[src/rtl/font_glyph_blitter_if.sv]
// font_glyph_blitter_if
// Bundles the blit command/handshake and the SRAM write channel of the glyph
// blitter into one interface.
//   master : the blitter itself. It receives start/glyph/fg/bg/attr/base_addr
//            and mem_done, and drives ready/done and the SRAM request
//            (mem_req, mem_addr, mem_dout).
//   slave  : the surroundings of the blitter (text-grid scanner plus SRAM
//            arbiter), with the directions reversed.
// Parameters must match those of the font_glyph_blitter instance it feeds.
interface font_glyph_blitter_if #(
    parameter int CHAR_W  = 8,
    parameter int CHAR_H  = 16,
    parameter int COLOR_W = 24,
    parameter int ADDR_W  = 20
);
    logic                       start;
    logic                       ready;
    logic [CHAR_W*CHAR_H-1:0]   glyph;
    logic [COLOR_W-1:0]         fg;
    logic [COLOR_W-1:0]         bg;
    logic [2:0]                 attr;
    logic [ADDR_W-1:0]          base_addr;
    logic                       mem_req;
    logic [ADDR_W-1:0]          mem_addr;
    logic [COLOR_W-1:0]         mem_dout;
    logic                       mem_done;
    logic                       done;

    modport master (
        input  start, glyph, fg, bg, attr, base_addr, mem_done,
        output ready, mem_req, mem_addr, mem_dout, done
    );

    modport slave (
        output start, glyph, fg, bg, attr, base_addr, mem_done,
        input  ready, mem_req, mem_addr, mem_dout, done
    );
endinterface

[src/rtl/font_glyph_blitter.sv]
// font_glyph_blitter
// Expands one CHAR_W x CHAR_H glyph bitmap into a linear framebuffer, one
// SRAM word write per pixel, with inverse and underline attributes.
//   clk  : system clock
//   rst  : asynchronous, active-high reset (abandons any write in flight)
//   bus  : font_glyph_blitter_if.master
//          start/ready       command handshake (accepted only while ready=1)
//          glyph/fg/bg/attr  bitmap (bit y*CHAR_W+x is pixel (x,y)), colours,
//                            attr[0]=inverse, attr[1]=underline,
//                            attr[2]=transparent
//          base_addr         word address of the glyph's top-left pixel
//          mem_req/mem_addr/mem_dout/mem_done  SRAM write channel
//          done              one-cycle pulse after the last pixel
// Optional feature: define FONT_GLYPH_BLITTER_TRANSPARENT_EN to make
// attr[2] skip background pixels (no SRAM write, one SKIP cycle each).
// Without it attr[2] is ignored and every pixel is written.
module font_glyph_blitter #(
    parameter int CHAR_W  = 8,
    parameter int CHAR_H  = 16,
    parameter int COLOR_W = 24,
    parameter int ADDR_W  = 20,
    parameter int STRIDE  = 640
) (
    input  logic                    clk,
    input  logic                    rst,
    font_glyph_blitter_if.master    bus
);
    localparam int GLYPH_W = CHAR_W * CHAR_H;
    localparam int XW      = $clog2(CHAR_W);
    localparam int YW      = $clog2(CHAR_H);
    localparam logic [XW-1:0]     X_LAST   = XW'(CHAR_W - 1);
    localparam logic [YW-1:0]     Y_LAST   = YW'(CHAR_H - 1);
    localparam logic [ADDR_W-1:0] STRIDE_A = ADDR_W'(STRIDE);

    typedef enum logic [1:0] {
        ST_IDLE   = 2'd0,
        ST_WRITE  = 2'd1,
`ifdef FONT_GLYPH_BLITTER_TRANSPARENT_EN
        ST_SKIP   = 2'd2,
`endif
        ST_FINISH = 2'd3
    } state_t;

    state_t                 state_r;
    logic [XW-1:0]          x_r;
    logic [YW-1:0]          y_r;
    // Address of pixel (0,y): base + y*STRIDE, kept incrementally so that no
    // multiplier is needed; wraps naturally at ADDR_W bits.
    logic [ADDR_W-1:0]      row_base_r;
    logic [GLYPH_W-1:0]     glyph_r;
    logic [COLOR_W-1:0]     fg_r;
    logic [COLOR_W-1:0]     bg_r;
    logic [2:0]             attr_r;
    logic                   ready_r;
    logic                   mem_req_r;
    logic [ADDR_W-1:0]      mem_addr_r;
    logic [COLOR_W-1:0]     mem_dout_r;
    logic                   done_r;

    logic [GLYPH_W-1:0]     src_glyph_s;
    logic [2:0]             src_attr_s;
    logic [COLOR_W-1:0]     src_fg_s;
    logic [COLOR_W-1:0]     src_bg_s;
    logic [XW-1:0]          cand_x_s;
    logic [YW-1:0]          cand_y_s;
    logic [ADDR_W-1:0]      cand_row_s;
    logic [ADDR_W-1:0]      cand_addr_s;
    logic [COLOR_W-1:0]     cand_data_s;
    logic                   adv_last_s;
    logic                   adv_go_s;
    logic                   pix_s;
    logic                   load_req_s;
    state_t                 load_state_s;

    // Final pixel value: bitmap bit, forced on in the underline row, then
    // optionally inverted.
    function automatic logic pixel_on(
        input logic [GLYPH_W-1:0] g,
        input logic [1:0]         a,
        input logic [XW-1:0]      px,
        input logic [YW-1:0]      py
    );
        int   idx;
        logic p;
        idx = int'(py) * CHAR_W + int'(px);
        p   = (a[1] && (py == Y_LAST)) ? 1'b1 : g[idx];
        return a[0] ? ~p : p;
    endfunction

    // Next pixel to present: (0,0) of the incoming command while idle,
    // otherwise the raster successor of the current pixel.
    always_comb begin
        src_glyph_s = glyph_r;
        src_attr_s  = attr_r;
        src_fg_s    = fg_r;
        src_bg_s    = bg_r;
        cand_x_s    = '0;
        cand_y_s    = '0;
        cand_row_s  = row_base_r;
        adv_last_s  = 1'b0;
        if (state_r == ST_IDLE) begin
            // Accept cycle: the latched copy is not loaded yet, use the inputs.
            src_glyph_s = bus.glyph;
            src_attr_s  = bus.attr;
            src_fg_s    = bus.fg;
            src_bg_s    = bus.bg;
            cand_row_s  = bus.base_addr;
        end else if (x_r != X_LAST) begin
            cand_x_s = x_r + 1'b1;
            cand_y_s = y_r;
        end else if (y_r != Y_LAST) begin
            cand_y_s   = y_r + 1'b1;
            cand_row_s = row_base_r + STRIDE_A;
        end else begin
            cand_y_s   = y_r;
            adv_last_s = 1'b1;
        end
        pix_s       = pixel_on(src_glyph_s, src_attr_s[1:0], cand_x_s, cand_y_s);
        cand_addr_s = cand_row_s + ADDR_W'(cand_x_s);
        cand_data_s = pix_s ? src_fg_s : src_bg_s;
`ifdef FONT_GLYPH_BLITTER_TRANSPARENT_EN
        // Transparent background pixels get a SKIP cycle instead of a write.
        load_req_s   = ~(src_attr_s[2] & ~pix_s);
        load_state_s = load_req_s ? ST_WRITE : ST_SKIP;
        adv_go_s     = ((state_r == ST_WRITE) && bus.mem_done) || (state_r == ST_SKIP);
`else
        load_req_s   = 1'b1;
        load_state_s = ST_WRITE;
        adv_go_s     = (state_r == ST_WRITE) && bus.mem_done;
`endif
    end

`ifndef FONT_GLYPH_BLITTER_TRANSPARENT_EN
    // attr[2] has no effect in this build.
    logic unused_attr_s;
    assign unused_attr_s = src_attr_s[2];
`endif

    // Blit sequencer: command latch, raster counters and registered outputs.
    always_ff @(posedge clk or posedge rst) begin
        if (rst) begin
            state_r    <= ST_IDLE;
            x_r        <= '0;
            y_r        <= '0;
            row_base_r <= '0;
            glyph_r    <= '0;
            fg_r       <= '0;
            bg_r       <= '0;
            attr_r     <= 3'b000;
            ready_r    <= 1'b1;
            mem_req_r  <= 1'b0;
            mem_addr_r <= '0;
            mem_dout_r <= '0;
            done_r     <= 1'b0;
        end else begin
            done_r <= 1'b0;
            case (state_r)
                ST_IDLE: begin
                    if (bus.start) begin
                        glyph_r    <= bus.glyph;
                        fg_r       <= bus.fg;
                        bg_r       <= bus.bg;
                        attr_r     <= bus.attr;
                        x_r        <= cand_x_s;
                        y_r        <= cand_y_s;
                        row_base_r <= cand_row_s;
                        mem_addr_r <= cand_addr_s;
                        mem_dout_r <= cand_data_s;
                        mem_req_r  <= load_req_s;
                        state_r    <= load_state_s;
                        ready_r    <= 1'b0;
                    end else begin
                        state_r <= ST_IDLE;
                    end
                end
`ifdef FONT_GLYPH_BLITTER_TRANSPARENT_EN
                ST_WRITE, ST_SKIP: begin
`else
                ST_WRITE: begin
`endif
                    if (adv_go_s) begin
                        if (adv_last_s) begin
                            mem_req_r <= 1'b0;
                            done_r    <= 1'b1;
                            state_r   <= ST_FINISH;
                        end else begin
                            x_r        <= cand_x_s;
                            y_r        <= cand_y_s;
                            row_base_r <= cand_row_s;
                            mem_addr_r <= cand_addr_s;
                            mem_dout_r <= cand_data_s;
                            mem_req_r  <= load_req_s;
                            state_r    <= load_state_s;
                        end
                    end else begin
                        state_r <= state_r;
                    end
                end
                ST_FINISH: begin
                    // done is high for this one cycle; start is not looked at.
                    ready_r <= 1'b1;
                    state_r <= ST_IDLE;
                end
                default: begin
                    mem_req_r <= 1'b0;
                    ready_r   <= 1'b1;
                    state_r   <= ST_IDLE;
                end
            endcase
        end
    end

    assign bus.ready    = ready_r;
    assign bus.mem_req  = mem_req_r;
    assign bus.mem_addr = mem_addr_r;
    assign bus.mem_dout = mem_dout_r;
    assign bus.done     = done_r;
endmodule

[src/flat_wrapper.sv]
// flat-port wrapper written by rule: the top's interface ports become plain ports
module font_glyph_blitter_flat 
#(
    parameter int CHAR_W  = 8,
    parameter int CHAR_H  = 16,
    parameter int COLOR_W = 24,
    parameter int ADDR_W  = 20,
    parameter int STRIDE  = 640
)
  (clk, rst, bus_start, bus_glyph, bus_fg, bus_bg, bus_attr, bus_base_addr, bus_mem_done, bus_ready, bus_mem_req, bus_mem_addr, bus_mem_dout, bus_done);
  font_glyph_blitter_if #(.CHAR_W(CHAR_W), .CHAR_H(CHAR_H), .COLOR_W(COLOR_W), .ADDR_W(ADDR_W)) bus_i ();
  input  logic clk;
  input  logic rst;
  input wire logic [$bits(bus_i.start)-1:0] bus_start;
  input wire logic [$bits(bus_i.glyph)-1:0] bus_glyph;
  input wire logic [$bits(bus_i.fg)-1:0] bus_fg;
  input wire logic [$bits(bus_i.bg)-1:0] bus_bg;
  input wire logic [$bits(bus_i.attr)-1:0] bus_attr;
  input wire logic [$bits(bus_i.base_addr)-1:0] bus_base_addr;
  input wire logic [$bits(bus_i.mem_done)-1:0] bus_mem_done;
  output wire logic [$bits(bus_i.ready)-1:0] bus_ready;
  output wire logic [$bits(bus_i.mem_req)-1:0] bus_mem_req;
  output wire logic [$bits(bus_i.mem_addr)-1:0] bus_mem_addr;
  output wire logic [$bits(bus_i.mem_dout)-1:0] bus_mem_dout;
  output wire logic [$bits(bus_i.done)-1:0] bus_done;
  assign bus_i.start = bus_start;
  assign bus_i.glyph = bus_glyph;
  assign bus_i.fg = bus_fg;
  assign bus_i.bg = bus_bg;
  assign bus_i.attr = bus_attr;
  assign bus_i.base_addr = bus_base_addr;
  assign bus_i.mem_done = bus_mem_done;
  assign bus_ready = bus_i.ready;
  assign bus_mem_req = bus_i.mem_req;
  assign bus_mem_addr = bus_i.mem_addr;
  assign bus_mem_dout = bus_i.mem_dout;
  assign bus_done = bus_i.done;
  font_glyph_blitter #(.CHAR_W(CHAR_W), .CHAR_H(CHAR_H), .COLOR_W(COLOR_W), .ADDR_W(ADDR_W), .STRIDE(STRIDE)) u_core (.clk(clk), .rst(rst), .bus(bus_i));
endmodule
[config.mk]
export PLATFORM = sky130hd
export DESIGN_NAME = font_glyph_blitter_flat
export DESIGN_NICKNAME = d
export VERILOG_FILES = /design/src/rtl/font_glyph_blitter_if.sv /design/src/rtl/font_glyph_blitter.sv /design/src/flat_wrapper.sv
export SDC_FILE = /design/constraint.sdc
export NUM_CORES = 1
export LEC_CHECK = 0
export ABC_AREA = 1
export BUFFER_PORTS_ARGS = -buffer_cell sky130_fd_sc_hd__buf_2
export CORE_ASPECT_RATIO = 0.6
export CORE_UTILIZATION = 51
export DETAILED_ROUTE_END_ITERATION = 10
export PLACE_DENSITY = 0.83
export SLEW_MARGIN = 20
export SYNTH_ARGS = -nofsm -noshare
export SYNTH_HDL_FRONTEND = slang
export SYNTH_SLANG_ARGS = --single-unit
[constraint.sdc]
create_clock -name clk -period 7.5 [get_ports clk]
set_clock_uncertainty 0.2 [all_clocks]
set_input_delay 0.75 -clock clk [delete_from_list [all_inputs] [get_ports clk]]
set_output_delay 0.75 -clock clk [all_outputs]
set_load 0.005 [all_outputs]
==> results.sh, run 1 <==
export IMPL_tns_ns=0
export IMPL_track_usage_pct=29.0
export IMPL_pwr_share_seq_pct=33.2
export IMPL_tritoncts="built"
export IMPL_fill_cells=2311
export IMPL_synth_fp_nets=2059
export IMPL_critPathRequiredTime_ns=7.77
export IMPL_fin_crit_ns=4.99
export IMPL_pwr_share_clk_pct=27.6
export IMPL_cp_num_cells=17
export IMPL_max_slew_margin_pct=29.8
export IMPL_post_drt_wl_per_cell_um=16.2
export IMPL_initial_core_util_pct=52.6
export IMPL_synth_top_area_cell="dfrtp_1"
export IMPL_crit_type="reg2reg"
export IMPL_wl_mm=38.8
export IMPL_cpMostUsedCell="nand3_1"
export IMPL_avgSynthCellArea_um2=7.29
export IMPL_cts_sinks=254
export IMPL_coreArea_mm2=0.0256
export IMPL_die_x_um=212
export IMPL_cp_max_fo=24
export IMPL_critPathArrivalTime_ns=5.27
export IMPL_synth_common_cells="nand2_1, dfrtp_1, o21ai_0"
export IMPL_dp_hpwl_mm=25.3
export IMPL_drtIter0Drc=1459
export IMPL_routabilityCongestion=0.922
export IMPL_netlist_area_leader_share_pct=47.0
export IMPL_cts_buffers=25
export IMPL_grt_max_degree=107
export IMPL_synth_seq_area_share_pct=47.2
export IMPL_grt_pass1_wl_mm=62.1
export IMPL_multi_input_comb_area_mm2=0.00589
export IMPL_sw_frac_of_total_pct=39.6
export IMPL_antenna_found_initial=1
export IMPL_cp_end_kind="flop"
export IMPL_clock_latency_ns=0.54
export IMPL_rsz0062_at_grt="no"
export IMPL_outcome="finished, final reports clean"
export IMPL_gr_total_overflow=0
export IMPL_drive_above_1_share_pct=16.8
export IMPL_vias=13100
export IMPL_synth_edf_count=0
export IMPL_syn_area_mm2=0.0135
export IMPL_synth_main_ff_cell="dfrtp_1"
export IMPL_p_comb_share_pct=39.3
export IMPL_synth_area_leaders="dfrtp_1, nand2_1, o21ai_0"
export IMPL_cp_start_kind="flop"
export IMPL_hold_violations=0
export IMPL_synthCells=1848
export IMPL_final_cells=2398
export IMPL_slew_viol_final=0
export IMPL_clk_path_buf_depth=3
export IMPL_seqCellArea_mm2=0.00636
export IMPL_crit_slowest_cell="ha_1"
export IMPL_p_sw_mw=1.87
export IMPL_die_height_um=128
export IMPL_power_internal_mw=2.86
export IMPL_ir_drop_mv=0.156
export IMPL_portBuffers=248
export IMPL_tightest_slew_ns=1.05
export IMPL_grt_pass1_vias=12200
export IMPL_reg2reg_depth=17
export IMPL_clk_pin_slew_ns=0.07
export IMPL_crit_buf_inv=3
export IMPL_ys_ff_latch=254
export IMPL_ys_warn_count=0
export IMPL_fin_nets=2238
export IMPL_yosysMostFrequentCell="nand2_1"
export IMPL_p_per_area_mw_per_mm2=303
export IMPL_cpLargestDelayFamily="simple AND/OR/NAND/NOR gates"
export IMPL_path_cells="ha_1 -> ha_1 -> inv_1 -> nor2_1 -> buf_4 -> inv_2 -> nand3_1 -> nand3_1 -> nand3_1 -> nand2_1 -> nand2_1 -> nand2_1 -> nand2_2 -> nand3_2 -> nand3_1 -> nand3_1 -> nand2_1"
export IMPL_synth_cell_types=44
export IMPL_p_leak_nw=8.22
export IMPL_syn_to_final_growth_pct=15.7
export IMPL_cts_htree_levels=1
export IMPL_ios=250
export IMPL_slowest_delay_ns=0.77
export IMPL_async_reset_ff_share_pct=100
export IMPL_avgViaCountPerCell=5.46
export IMPL_antenna_left=0
export IMPL_post_cts_buffers=0
export IMPL_ctsResizeCount=0
export IMPL_setup_viol=0
export IMPL_drc=0
export IMPL_dr_pass1_iters=8
export IMPL_fmax_mhz=200
export IMPL_cts_root_buffer="clkbuf_16"
export IMPL_fp_row_count=45
export IMPL_min_path_type="in2async"
export IMPL_cap_violations=0
export IMPL_final_period_utilization_pct=66.6
export IMPL_die_area_mm2=0.0271
export IMPL_dp_cells=2352
export IMPL_hold_buffers=0
[worst min-delay path, cell delays in order]
cell        delay (ns)
buf_2             0.11
clkinvlp_4        0.06
buf_4             0.43
[final timing paths]
path	startpoint	to	slack [ns]
setup / recovery	u_core.x_r[0]$_DFFE_PP0P_	u_core.bus.mem_dout[13]$_DFFE_PP0P_	2.51
hold / removal	rst	u_core.glyph_r[37]$_DFFE_PP0P_	0.17
setup reg to reg	u_core.x_r[0]$_DFFE_PP0P_	u_core.bus.mem_dout[13]$_DFFE_PP0P_	2.51
hold reg to reg	u_core.bus.mem_dout[23]$_DFFE_PP0P_	u_core.bus.mem_dout[23]$_DFFE_PP0P_	0.28
max in group asynchronous	rst	u_core.fg_r[3]$_DFFE_PP0P_	5.24
min in group clk	bus_glyph[13]	u_core.glyph_r[13]$_DFFE_PP0P_	0.21
[placed cells by master (no fill, tap or decap), drive strengths merged, types with 8 or more instances in the layout]
master	count
buf	263
dfrtp	253
nand2	687
nor2	56
o211ai	10
a21oi	34
o21ai	248
clkbuf	35
inv	182
xor2	10
nand3	210
nor3	8
[area by class of cell]
cell class,instances,area share (%)
Antenna cell,2,0.0321
Inverter,183,4.46
Timing Repair Buffer,263,8.69
Clock buffer,35,4.58
Tap cell,352,2.83
Clock inverter,9,0.795
Multi-Input combinational cell,1300,37.8
Sequential cell,254,40.8
[layer usage]
| metal | vias to the layer above | GRT usage (%) | wire length, µm |
|---|---|---|---|
| met2 | 648 | 43.8 | 16900 |
| met1 | 6136 | 42.0 | 17500 |
| met3 | 67 | 6.20 | 3540 |
| met4 | 0 | 8.44 | 835 |
| li1 | 6241 | - | - |
| met5 | - | 0 | 0 |
[metrics by stage]
step	hold slack, ns	setup slack [ns]	instance area, µm²	power [mW]	utilization [%]
2_1_floorplan	0.242	3.21	13500	2.85	-
3_3_place_gp	0.259	2.72	14700	3.35	57.5
3_5_place_dp	0.260	2.70	14700	3.40	57.5
4_1_cts	0.179	2.67	15600	4.71	60.8
5_1_grt	0.212	2.27	15600	5.02	60.8
6_report	0.166	2.51	15600	4.73	60.8
[sequential cells by signal, summed over array words and instances (netlist names)]
register,count
u_core.x_r,3
u_core.glyph_r,128
u_core.bus.mem_req,1
u_core.bus.mem_addr,20
u_core.fg_r,24
u_core.bus.done,1
u_core.bus.mem_dout,24
u_core.bus.ready,1
u_core.bg_r,24
u_core.row_base_r,20
u_core.attr_r,2
u_core.state_r,2
u_core.y_r,4
[power groups by stage]
stage	Clock [mW]	Sequential (mW)	Combinational, mW
after floorplan	0	1.58	1.27
after global placement	0	1.58	1.77
after detailed placement	0	1.59	1.82
after CTS	1.33	1.56	1.82
after global routing	1.38	1.58	2.07
final	1.30	1.57	1.86
[kinds of logic after synthesis]
group	count (synthesis)	share of synthesized area, %
buffers and inverters	294	9.18
xor gates and xnor gates	10	0.650
DFF	254	47.2
muxes	1	0.0743
adders and majority gates	8	0.799
and+or+nand+nor	976	30.3
AOI/OAI and AO/OA	305	11.8
Note: power is estimated with default switching activity, not from simulation.
==> run 2, diff against run 1 <==
--- a/config.mk
+++ b/config.mk
@@ -8,9 +8,9 @@
 export ABC_AREA = 1
 export BUFFER_PORTS_ARGS = -buffer_cell sky130_fd_sc_hd__buf_2
 export CORE_ASPECT_RATIO = 0.6
-export CORE_UTILIZATION = 51
+export CORE_UTILIZATION = 56
 export DETAILED_ROUTE_END_ITERATION = 10
-export PLACE_DENSITY = 0.83
+export PLACE_DENSITY = 0.86
 export SLEW_MARGIN = 20
 export SYNTH_ARGS = -nofsm -noshare
 export SYNTH_HDL_FRONTEND = slang
==> constraint.sdc (replaced) <==
create_clock -name clk -period 5.15 [get_ports clk]
set_clock_uncertainty 0.2 [all_clocks]
set_input_delay 0.515 -clock clk [delete_from_list [all_inputs] [get_ports clk]]
set_output_delay 0.515 -clock clk [all_outputs]
set_load 0.005 [all_outputs]
==> results.sh, run 2 (synthesis gave the netlist of run 1 again) <==
export IMPL_outcome="finished, final reports clean"
export IMPL_drtIter0Drc=1445
export IMPL_hold_violations=0
export IMPL_path_cells="ha_1 -> ha_1 -> inv_1 -> nor2_1 -> buf_4 -> inv_2 -> nand3_1 -> nand3_1 -> nand3_1 -> nand2_1 -> nand2_1 -> nand2_1 -> nand2_2 -> nand3_2 -> nand3_1 -> nand3_1 -> nand2_1"
export IMPL_final_period_utilization_pct=80.1
export IMPL_cp_max_fo=24
export IMPL_setup_viol=0
export IMPL_fp_row_count=43
export IMPL_tns_ns=0
export IMPL_drc=0
export IMPL_cts_sinks=254
export IMPL_fill_cells=1953
export IMPL_track_usage_pct=30.3
export IMPL_cts_root_buffer="clkbuf_16"
export IMPL_placed_area_mm2=0.0148
export IMPL_p_per_area_mw_per_mm2=433
export IMPL_fin_nets=2263
export IMPL_die_height_um=122
export IMPL_antenna_found_initial=2
export IMPL_worst_slack_ns=1.02
export IMPL_tritoncts="built"
export IMPL_syn_to_final_growth_pct=17.0
export IMPL_ir_drop_mv=0.273
export IMPL_ctsResizeCount=0
export IMPL_drive_above_1_share_pct=16.8
export IMPL_largest_reg_flops=128
export IMPL_coreArea_mm2=0.0233
export IMPL_antenna_left=0
export IMPL_cp_start_kind="flop"
export IMPL_ios=250
export IMPL_grt_max_degree=143
export IMPL_layout_common_cells="nand2_1, dfrtp_1, buf_2, o21ai_0, nand3_1"
export IMPL_p_leak_nw=8.32
export IMPL_crit_slowest_cell="ha_1"
export IMPL_fmax_mhz=242
export IMPL_max_slew_margin_pct=32.6
export IMPL_clk_path_buf_depth=3
export IMPL_avgViaCountPerCell=5.57
export IMPL_routabilityCongestion=0.873
export IMPL_gr_total_overflow=0
export IMPL_wl_mm=37.8
export IMPL_seqCellArea_mm2=0.00636
export IMPL_slowest_delay_ns=0.71
export IMPL_dr_pass1_iters=7
export IMPL_dp_hpwl_mm=25.2
export IMPL_cts_htree_levels=1
export IMPL_fin_crit_ns=4.13
export IMPL_multi_input_comb_area_mm2=0.00589
export IMPL_layout_commonest_cell="nand2_1"
export IMPL_vias=13300
export IMPL_slew_viol_final=0
export IMPL_die_area_mm2=0.0247
export IMPL_crit_buf_inv=3
export IMPL_cts_buffers=25
export IMPL_cpMostUsedCell="nand3_1"
export IMPL_min_path_type="in2reg"
export IMPL_largest_register="u_core.glyph_r"
export IMPL_critPathRequiredTime_ns=5.40
export IMPL_dp_cells=2323
export IMPL_cpLargestDelayFamily="simple AND/OR/NAND/NOR gates"
export IMPL_post_drt_wl_per_cell_um=15.9
export IMPL_cap_violations=0
export IMPL_critPathArrivalTime_ns=4.37
export IMPL_rsz0062_at_grt="no"
export IMPL_initial_core_util_pct=57.7
export IMPL_grt_pass1_wl_mm=60.3
export IMPL_dp_slack_ns=1.10
export IMPL_portBuffers=248
export IMPL_grt_pass1_vias=12200
export IMPL_crit_type="reg2reg"
export IMPL_final_cells=2382
export IMPL_tightest_slew_ns=1.01
export IMPL_die_x_um=202
export IMPL_cp_end_kind="flop"
export IMPL_postLayoutCellArea_mm2=0.0158
export IMPL_clk_pin_slew_ns=0.06
export IMPL_clock_latency_ns=0.51
==> run 2: worst paths after layout <==
path                                                startpoint                                   to  slack [ns]  depth (start not counted)
worst min register to register  u_core.glyph_r[80]$_DFFE_PP0P_       u_core.glyph_r[80]$_DFFE_PP0P_        0.28                          2
worst max register to register       u_core.x_r[0]$_DFFE_PP0P_  u_core.bus.mem_dout[18]$_DFFE_PP0P_        1.02                         17
worst max-delay path                 u_core.x_r[0]$_DFFE_PP0P_  u_core.bus.mem_dout[18]$_DFFE_PP0P_        1.02                         17
worst min-delay path                             bus_glyph[97]       u_core.glyph_r[97]$_DFFE_PP0P_        0.01                          3
min in group asynchronous                                  rst       u_core.glyph_r[32]$_DFFE_PP0P_        0.34                          3
max in group asynchronous                                  rst       u_core.glyph_r[76]$_DFFE_PP0P_        3.29                          4
==> run 2: worst reg2reg max path: stages (launching register included) <==
cell and delay, ns:
dfrtp_1 0.44, ha_1 0.22, ha_1 0.71, inv_1 0.14, nor2_1 0.21, buf_4 0.28, inv_2 0.19, nand3_1 0.13
nand3_1 0.11, nand3_1 0.11, nand2_1 0.05, nand2_1 0.09, nand2_1 0.07, nand2_2 0.13, nand3_2 0.47, nand3_1 0.28
nand3_1 0.14, nand2_1 0.10
==> run 2: timing repair <==
| item | CTS | global route |
|---|---|---|
| hold buffers | 17 | 0 |
| setup buffers | 0 | 0 |
| endpoints found under the hold margin | 29 | 0 |
==> run 2: power by group <==
part	switching [mW]	internal, mW	leakage (nW)
Clock	0.758	1.09	0.394
Combinational	1.79	0.905	4.78
Sequential	0.112	2.17	3.14
==> run 2: routing by layer <==
| layer | wire length [µm] | share of wire, % | GRT usage, % |
|---|---|---|---|
| met5 | 0 | 0 | 0 |
| met4 | 760 | 2.0 | 8.46 |
| met3 | 3760 | 10 | 4.68 |
| met2 | 16600 | 44 | 46.2 |
| met1 | 16700 | 44 | 45.0 |
==> run 2: final cells by class <==
type	count	share of cell area, %
clock inverters	5	0.635
diodes	2	0.0318
flip-flops and latches	254	40.3
well taps	315	2.50
inverters	183	4.40
repair buffers	288	10.2
clock buffers	35	4.46
multi-input cells	1300	37.4
==> run 2: through the flow <==
stage / hold slack (ns) / total power [mW] / util, %
6_report: 0.0125 / 6.83 / 67.5
5_1_grt: 0.0226 / 7.22 / 67.5
4_1_cts: 0.0000556 / 6.78 / 67.5
3_5_place_dp: 0.262 / 4.92 / 63.3
3_3_place_gp: 0.259 / 4.85 / 63.3
2_1_floorplan: 0.242 / 4.15 / -
==> run 3, diff against run 2 <==
--- a/config.mk
+++ b/config.mk
@@ -8,9 +8,9 @@
 export ABC_AREA = 1
 export BUFFER_PORTS_ARGS = -buffer_cell sky130_fd_sc_hd__buf_2
 export CORE_ASPECT_RATIO = 0.6
-export CORE_UTILIZATION = 56
+export CORE_UTILIZATION = 51
 export DETAILED_ROUTE_END_ITERATION = 10
-export PLACE_DENSITY = 0.86
+export PLACE_DENSITY = 0.83
 export SLEW_MARGIN = 20
 export SYNTH_ARGS = -nofsm -noshare
 export SYNTH_HDL_FRONTEND = slang
==> constraint.sdc (replaced) <==
create_clock -name clk -period 3.75 [get_ports clk]
set_clock_uncertainty 0.2 [all_clocks]
set_input_delay 0.375 -clock clk [delete_from_list [all_inputs] [get_ports clk]]
set_output_delay 0.375 -clock clk [all_outputs]
set_load 0.005 [all_outputs]
==> results.sh, run 3 (synthesis gave the netlist of run 1 again) <==
export IMPL_fp_row_count=45
export IMPL_p_total_mw=9.95
export IMPL_ios=250
export IMPL_dr_wl_met2_mm=20.2
export IMPL_avgViaCountPerCell=5.59
export IMPL_pwr_share_clk_pct=25.2
export IMPL_cp_start_kind="flop"
export IMPL_vias=14600
export IMPL_outcome="finished, final reports clean"
export IMPL_rsz0062_at_grt="no"
export IMPL_cpLargestDelayFamily="simple AND/OR/NAND/NOR gates"
export IMPL_cts_sinks=254
export IMPL_crit_buf_inv=4
export IMPL_crit_type="reg2reg"
export IMPL_cp_end_kind="flop"
export IMPL_clk_pin_slew_ns=0.07
export IMPL_fin_nets=2448
export IMPL_p_comb_share_pct=43.2
export IMPL_die_area_mm2=0.0271
export IMPL_track_usage_pct=33.7
export IMPL_die_height_um=128
export IMPL_p_per_area_mw_per_mm2=559
export IMPL_min_path_type="in2reg"
export IMPL_wl_met1_mm=18.4
export IMPL_largest_register="u_core.glyph_r"
export IMPL_dp_slack_ns=0.210
export IMPL_worst_slack_ns=0.202
export IMPL_drive_above_1_share_pct=16.5
export IMPL_critPathRequiredTime_ns=3.97
export IMPL_post_route_util_pct=69.5
export IMPL_tritoncts="built"
export IMPL_p_sw_mw=3.95
export IMPL_dp_hpwl_mm=26.2
export IMPL_routabilityCongestion=0.912
export IMPL_power_internal_mw=6.01
export IMPL_path_cells="ha_1 -> ha_2 -> inv_1 -> nor2_1 -> buf_4 -> inv_2 -> nand3_1 -> nand3_1 -> nand3_1 -> nand2_1 -> nand2_1 -> nand2_1 -> nand2_2 -> nand2_2 -> nand2_4 -> buf_12 -> nand3_1 -> nand3_1 -> nand2_1"
export IMPL_p_leak_nw=9.19
export IMPL_tns_ns=0
export IMPL_grt_pass1_wl_mm=72.2
export IMPL_portBuffers=248
export IMPL_coreArea_mm2=0.0256
export IMPL_cp_max_fo=15
export IMPL_post_drt_wl_per_cell_um=17.4
export IMPL_cts_root_buffer="clkbuf_16"
export IMPL_fin_crit_ns=3.55
export IMPL_max_slew_margin_pct=36.4
export IMPL_antenna_found_initial=4
export IMPL_clock_latency_ns=0.53
export IMPL_cpMostUsedCell="nand3_1"
export IMPL_final_period_utilization_pct=94.6
export IMPL_dr_pass1_iters=5
export IMPL_grt_max_degree=179
export IMPL_ir_drop_mv=0.437
export IMPL_wl_mm=45.4
export IMPL_slowest_delay_ns=0.44
export IMPL_layout_common_cells="nand2_1, dfrtp_1, buf_2, o21ai_0, nand3_1"
export IMPL_clk_path_buf_depth=3
export IMPL_largest_reg_flops=128
export IMPL_pwr_share_seq_pct=31.6
export IMPL_layout_commonest_cell="nand2_1"
export IMPL_syn_to_final_growth_pct=32.3
export IMPL_wl_met3_mm=4.82
export IMPL_crit_slowest_cell="dfrtp_1"
export IMPL_fmax_mhz=282
export IMPL_critPathArrivalTime_ns=3.77
export IMPL_die_x_um=212
export IMPL_drtIter0Drc=2044
export IMPL_top_layer="met4"
export IMPL_antenna_left=0
export IMPL_slew_viol_final=0
export IMPL_setup_viol=0
export IMPL_tightest_slew_ns=0.952
export IMPL_gr_total_overflow=0
export IMPL_cts_buffers=25
export IMPL_grt_pass1_vias=14000
export IMPL_cap_violations=0
export IMPL_cts_htree_levels=1
export IMPL_sw_frac_of_total_pct=39.6
export IMPL_hold_violations=0
export IMPL_drc=0
export IMPL_initial_core_util_pct=52.6
run 3: layout make-up:
type | instances | area [µm²]
well taps | 352 | 440
diodes | 5 | 12.5
multi-input cells | 1300 | 5940
clock inverters | 4 | 45.0
repair buffers | 473 | 3600
fillers | 1928 | 7800
inverters | 183 | 693
clock buffers | 38 | 734
flip-flops and latches | 254 | 6360
run 3: power groups by stage:
stage          Clock, mW  Combinational (mW)  Sequential, mW
6_report            2.51                4.30            3.15
5_1_grt             2.64                4.69            3.17
4_1_cts             2.52                4.02            3.14
3_5_place_dp           0                3.84            3.18
3_3_place_gp           0                3.77            3.17
2_1_floorplan          0                2.53            3.16
run 3: repair_timing:
item | 4_1_cts | 5_1_grt
hold buffers | 180 | 0
setup buffers | 0 | 7
endpoints found under the hold margin | 210 | 0
endpoints found under the setup margin | 0 | 18
resized for setup | 0 | 8
run 3: metal layers:
layer | vias up | track usage, %
met2 | 981 | 51.5
li1 | 6656 | -
met4 | 0 | 14.4
met3 | 209 | 8.21
met1 | 6736 | 45.8
met5 | - | 0
run 3: path summary, 6_finish.rpt:
check	cells after the start	startpoint	to	slack [ns]
max	19	u_core.x_r[0]$_DFFE_PP0P_	u_core.bus.mem_dout[9]$_DFFE_PP0P_	0.20
min	5	bus_base_addr[0]	u_core.row_base_r[0]$_DFFE_PP0P_	0.03
max reg2reg	19	u_core.x_r[0]$_DFFE_PP0P_	u_core.bus.mem_dout[9]$_DFFE_PP0P_	0.20
min reg2reg	2	u_core.bus.mem_dout[22]$_DFFE_PP0P_	u_core.bus.mem_dout[22]$_DFFE_PP0P_	0.28
max in group asynchronous	4	rst	u_core.glyph_r[82]$_DFFE_PP0P_	2.07
min in group asynchronous	3	rst	u_core.glyph_r[35]$_DFFE_PP0P_	0.40
run 3: tightest hold or removal path, stage by stage:
cell and delay [ns]:
buf_2 0.07, nand2_1 0.04, o21ai_0 0.10, nand2_1 0.06, o21ai_0 0.07
run 3: stage by stage:
stage                     std cells  hold slack, ns  instance area [µm²]
after floorplan                1848           0.242                13500
after global placement         2374           0.258                15100
after detailed placement       2374           0.261                15100
after CTS                      2596          0.0117                17700
after global routing           2609          0.0508                17800
final                          2609          0.0320                17800
